--- config.mk ---
export PLATFORM = sky130hd
export DESIGN_NAME = ntsc_sync_gen
export DESIGN_NICKNAME = d
export VERILOG_FILES = /design/src/rtl/ntsc_sync_gen.sv
export SDC_FILE = /design/constraint.sdc
export NUM_CORES = 1
export LEC_CHECK = 0
export BUFFER_PORTS_ARGS = -buffer_cell sky130_fd_sc_hd__clkbuf_2
export CAP_MARGIN = 20
export CORE_MARGIN = 2
export CORE_UTILIZATION = 40
export CTS_CLUSTER_SIZE = 12
export DETAILED_ROUTE_END_ITERATION = 8
export REMOVE_ABC_BUFFERS = 1
export SYNTH_ARGS = -nofsm -noshare
export SYNTH_HDL_FRONTEND = slang
export SYNTH_SLANG_ARGS = --single-unit
--- constraint.sdc ---
create_clock -name I_CLK -period 2.15 [get_ports I_CLK]
set_input_delay 0.43 -clock I_CLK [delete_from_list [all_inputs] [get_ports I_CLK]]
set_output_delay 0.43 -clock I_CLK [all_outputs]
set_load 0.03 [all_outputs]
--- src/rtl/ntsc_sync_gen.sv ---
// NTSC raster timing + 4xfsc subcarrier phase; NTSC_SC_FRAME_RESYNC_EN reloads sc=0 at every frame start.
// Latency: every output at edge t+1 decodes the counter state present at edge t (one register stage).
// Backpressure: none; the block free-runs and never stalls.
module ntsc_sync_gen #(
    parameter int H_TOTAL      = 910,
    parameter int H_SYNC       = 67,
    parameter int H_DISP_START = 160,
    parameter int H_DISP_LEN   = 640,
    parameter int V_TOTAL      = 262,
    parameter int V_SYNC       = 3,
    parameter int V_DISP_START = 40,
    parameter int V_DISP_LEN   = 200,
    parameter int ICLK_DIV     = 2
) (
    input  logic       I_CLK,
    input  logic       I_RESET_n,
    output logic [1:0] O_SC,
    output logic       O_ICLK_EN,
    output logic       O_HSYNC,
    output logic       O_VSYNC,
    output logic       O_DISP,
    output logic       O_FSTART,
    output logic [9:0] O_HCNT,
    output logic [8:0] O_VCNT
);

    localparam logic [9:0]  H_LAST    = 10'(H_TOTAL - 1);
    localparam logic [8:0]  V_LAST    = 9'(V_TOTAL - 1);
    localparam logic [10:0] H_SYNC_W  = 11'(H_SYNC);
    localparam logic [10:0] H_DS      = 11'(H_DISP_START);
    localparam logic [10:0] H_DE      = 11'(H_DISP_START + H_DISP_LEN);
    localparam logic [9:0]  V_SYNC_W  = 10'(V_SYNC);
    localparam logic [9:0]  V_DS      = 10'(V_DISP_START);
    localparam logic [9:0]  V_DE      = 10'(V_DISP_START + V_DISP_LEN);
    // ICLK_DIV is restricted to 1/2/4, so the modulo reduces to a mask
    localparam logic [9:0]  ICLK_MASK = 10'(ICLK_DIV - 1);

    logic [9:0] hcnt;
    logic [8:0] vcnt;
    logic [1:0] sc;
    logic       h_wrap;
    logic       v_wrap;

    logic       hsync_d;
    logic       vsync_d;
    logic       disp_d;
    logic       iclk_d;
    logic       fstart_d;

    assign h_wrap = (hcnt == H_LAST);
    assign v_wrap = (vcnt == V_LAST);

    always_ff @(posedge I_CLK or negedge I_RESET_n) begin
        if (!I_RESET_n) begin
            hcnt <= '0;
            vcnt <= '0;
            sc   <= '0;
        end else begin
            if (h_wrap) begin
                hcnt <= '0;
                vcnt <= v_wrap ? 9'd0 : vcnt + 9'd1;
            end else begin
                hcnt <= hcnt + 10'd1;
            end
`ifdef NTSC_SC_FRAME_RESYNC_EN
            sc <= (h_wrap && v_wrap) ? 2'd0 : sc + 2'd1;
`else
            sc <= sc + 2'd1;
`endif
        end
    end

    // Window compares carry one extra bit so START+LEN cannot overflow
    always_comb begin
        hsync_d  = ({1'b0, hcnt} < H_SYNC_W);
        vsync_d  = ({1'b0, vcnt} < V_SYNC_W);
        disp_d   = ({1'b0, hcnt} >= H_DS) && ({1'b0, hcnt} < H_DE) &&
                   ({1'b0, vcnt} >= V_DS) && ({1'b0, vcnt} < V_DE);
        iclk_d   = ((hcnt & ICLK_MASK) == ICLK_MASK);
        fstart_d = (hcnt == 10'd0) && (vcnt == 9'd0);
    end

    always_ff @(posedge I_CLK or negedge I_RESET_n) begin
        if (!I_RESET_n) begin
            O_SC      <= '0;
            O_ICLK_EN <= 1'b0;
            O_HSYNC   <= 1'b0;
            O_VSYNC   <= 1'b0;
            O_DISP    <= 1'b0;
            O_FSTART  <= 1'b0;
            O_HCNT    <= '0;
            O_VCNT    <= '0;
        end else begin
            O_SC      <= sc;
            O_ICLK_EN <= iclk_d;
            O_HSYNC   <= hsync_d;
            O_VSYNC   <= vsync_d;
            O_DISP    <= disp_d;
            O_FSTART  <= fstart_d;
            O_HCNT    <= hcnt;
            O_VCNT    <= vcnt;
        end
    end

endmodule

==> results.yml <==
timing:
  fin_crit_ns: 1.831
  setup_ws_ns: 0.3186
  skew_ns: 0.003123
  worst_pin_slew_ns: 0.6043
  final_hold_viol_count: 0
  slew_headroom: 0.5941
  fin_tns_setup_ns: 0
  rsz0062_at_grt: "no"
  period_share: 0.8518
  setup_viol: 0
  final_max_slew_viol_count: 0
  fmax_mhz: 546.0
final_layout:
  fin_area_sq_mm: 0.002102
  drive_gt1_frac: 0.2414
  antennaDiodeCount: 0
  num-nets-final: 182
  final_common_cell: "dfrtp_1"
  fin_cells: 226
  fill_cells: 402
  area_growth_pct: 18.31
  layout_common_cells: "dfrtp_1 (46), clkbuf_2 (27), nand2_1 (10)"
critical_path:
  cp-start-kind: "register"
  r2r-end: "vcnt[7]"
  cp_top_family: "simple AND/OR/NAND/NOR gates"
  slowest_delay_ns: 0.55
  r2r_start: "hcnt[6]"
  reg2reg_slack_ns: 0.32
  slowest_stage: "nor4_4"
  reg2reg_depth: 4
  crit_chain: "or2_1 -> nor4_4 -> nand4_1 -> xnor2_1"
  cp.buffers_inverters: 0
  crit_required_ns: 2.33
  arrival_ns: 2.01
  crit_type: "reg2reg"
  critPathCaptureType: "register"
  worstPathMaxFanout: 12
die:
  core_sq_mm: 0.004324
  initial_core_util: 0.4109
  die-area_sq_mm: 0.004991
  die_h_um: 70.65
  rows: 24
  io_pins: 28
  die_w_um: 70.65
run:
  max_cap_violations: 0
power:
  power_density_mw_per_mm2: 721.4
  swShare: 0.1822
  internal_power_mw: 1.240
  seq_power_share: 0.570
  power_switching_uw: 276.3
  leakagePower_nw: 1.036
  combinationalPowerShare: 0.013
  ir_drop_mv: 0.2595
  clockPowerShare: 0.417
logic_synthesis:
  avgSynthCellArea_sq_um: 12.69
  seq_area_frac_synth: 0.6479
  netlist_area_sq_mm: 0.001777
  synth.ff_latch_count: 46
  syn-instance-count: 140
  yosysUniqueCellTypes: 34
  synth_warnings: 0
global_routing:
  grt_usage: 0.1418
  antenna_found_initial: 0
  overflow: 0
  grt_pass1_wl_um: 5492
  grt_max_degree: 27
  grt_pass1_vias: 1177
clocking:
  cts.htree.levels: 2
  cts-root-buf: "clkbuf_8"
  path_clk_slew_ns: 0.08
  cts_buffers: 5
  clock_path_buffers: 2
  holdBufCountCts: 0
  cts_tree: "yes"
  insertion_delay_ns: 0.29
  cts_resized: 0
  cts_setup_buffers: 0
  cts_sinks: 46
route:
  wl_per_cell_um: 13.86
  drt.antenna.violating_nets: 0
  vias: 1156
  via_per_inst: 5.115
  dr.pass1.iters: 4
  drt_iter0_drc: 97
  wirelength_um: 3133
  drt_drc_violations_left: 0
placed_design:
  place_inst: 219
  dpl_cell_area_sq_mm: 0.001989
  pre_cts_ws_ns: 0.3373
  gp_congestion: 0.7939
  place_hpwl_um: 2215
  io_buffers: 27
status:
  status: "complete, no violations"
hold_path:
  min_path_type: "in2async"
## synth_stat cells, drive strengths merged
| library cell | n | area share |
|---|---|---|
| or4 | 1 | 0.0063 |
| xnor2 | 7 | 0.035 |
| nor2 | 8 | 0.017 |
| o21ai | 6 | 0.017 |
| a211oi | 1 | 0.0042 |
| and2 | 1 | 0.0035 |
| o31ai | 1 | 0.0042 |
| nand2b | 1 | 0.0035 |
| nand3 | 8 | 0.023 |
| and3 | 5 | 0.018 |
| nand2 | 10 | 0.021 |
| clkbuf | 1 | 0.0021 |
| and4b | 1 | 0.0056 |
| nand4b | 1 | 0.0049 |
| buf | 2 | 0.011 |
| nor4 | 4 | 0.023 |
| a21boi | 1 | 0.0042 |
| o211ai | 2 | 0.0084 |
| ha | 6 | 0.042 |
| mux2i | 1 | 0.0056 |
| xor2 | 5 | 0.025 |
| or2 | 1 | 0.0035 |
| a21oi | 5 | 0.014 |
| and4 | 2 | 0.011 |
| nand4 | 6 | 0.025 |
| inv | 5 | 0.011 |
| dfrtp | 46 | 0.65 |
| nor3 | 2 | 0.0056 |
## power by group through the flow
stage | registers, mW | clock network (mW) | logic, mW
after floorplan | 0.882 | 0 | 0.000000234
after global placement | 0.882 | 0 | 0.0212
after detailed placement | 0.882 | 0 | 0.0220
after CTS | 0.864 | 0.650 | 0.0219
after global routing | 0.864 | 0.688 | 0.0249
final | 0.864 | 0.632 | 0.0201
## per-layer routing
layer  vias to the layer above  wire (um)  track usage  part of all wire
met5                         -          0            0                 0
li1                        556          -            -                 -
met3                        10        149      0.04701             0.048
met4                         0        110      0.07966             0.035
met2                        28       1469       0.2107              0.47
met1                       562       1404       0.1838              0.45
## cell type report
class	count	area, sq um	share of cell area
Multi-Input combinational cell	86	584.3	0.2780
Clock buffer	6	82.58	0.03929
Sequential cell	46	1151	0.5476
Timing Repair Buffer	30	170.2	0.08095
Clock inverter	1	30.03	0.01429
Tap cell	52	65.06	0.03095
Inverter	5	18.77	0.008929
## worst max path at each step
stage,from,endpoint,slack (ns),cells after the start
after floorplan,hcnt[6],vcnt[7],0.42,4
after global placement,hcnt[6],vcnt[7],0.42,4
after detailed placement,hcnt[6],vcnt[7],0.34,4
after CTS,hcnt[6],vcnt[7],0.33,4
after global routing,hcnt[6],vcnt[7],0.16,4
final,hcnt[6],vcnt[7],0.32,4
## registers in the layout, summed over array words and instances (netlist names)
signal,count
O_HSYNC,1
O_DISP,1
O_VCNT,9
O_HCNT,10
O_VSYNC,1
vcnt,9
sc,2
hcnt,10
O_FSTART,1
O_SC,2
## kinds of logic after synthesis
kind of cell             synth area share
multiplexers                     0.005634
buffers and inverters             0.02324
AND/OR/NAND/NOR                    0.1697
AO/OA/AOI/OAI                     0.05211
adder cells (fa/ha/maj)           0.04225
XOR/XNOR                          0.05915
flip-flops                         0.6479
## through the flow
step                  util  total power [mW]  hold WS (ns)
floorplan                -            0.8818        0.1344
global placement    0.4601            0.9027        0.3816
detailed placement  0.4601            0.9035        0.3925
CTS                 0.4861             1.536        0.1237
global route        0.4861             1.577        0.1376
finish              0.4861             1.516        0.1012
Note: power is estimated with default switching activity, not from simulation.
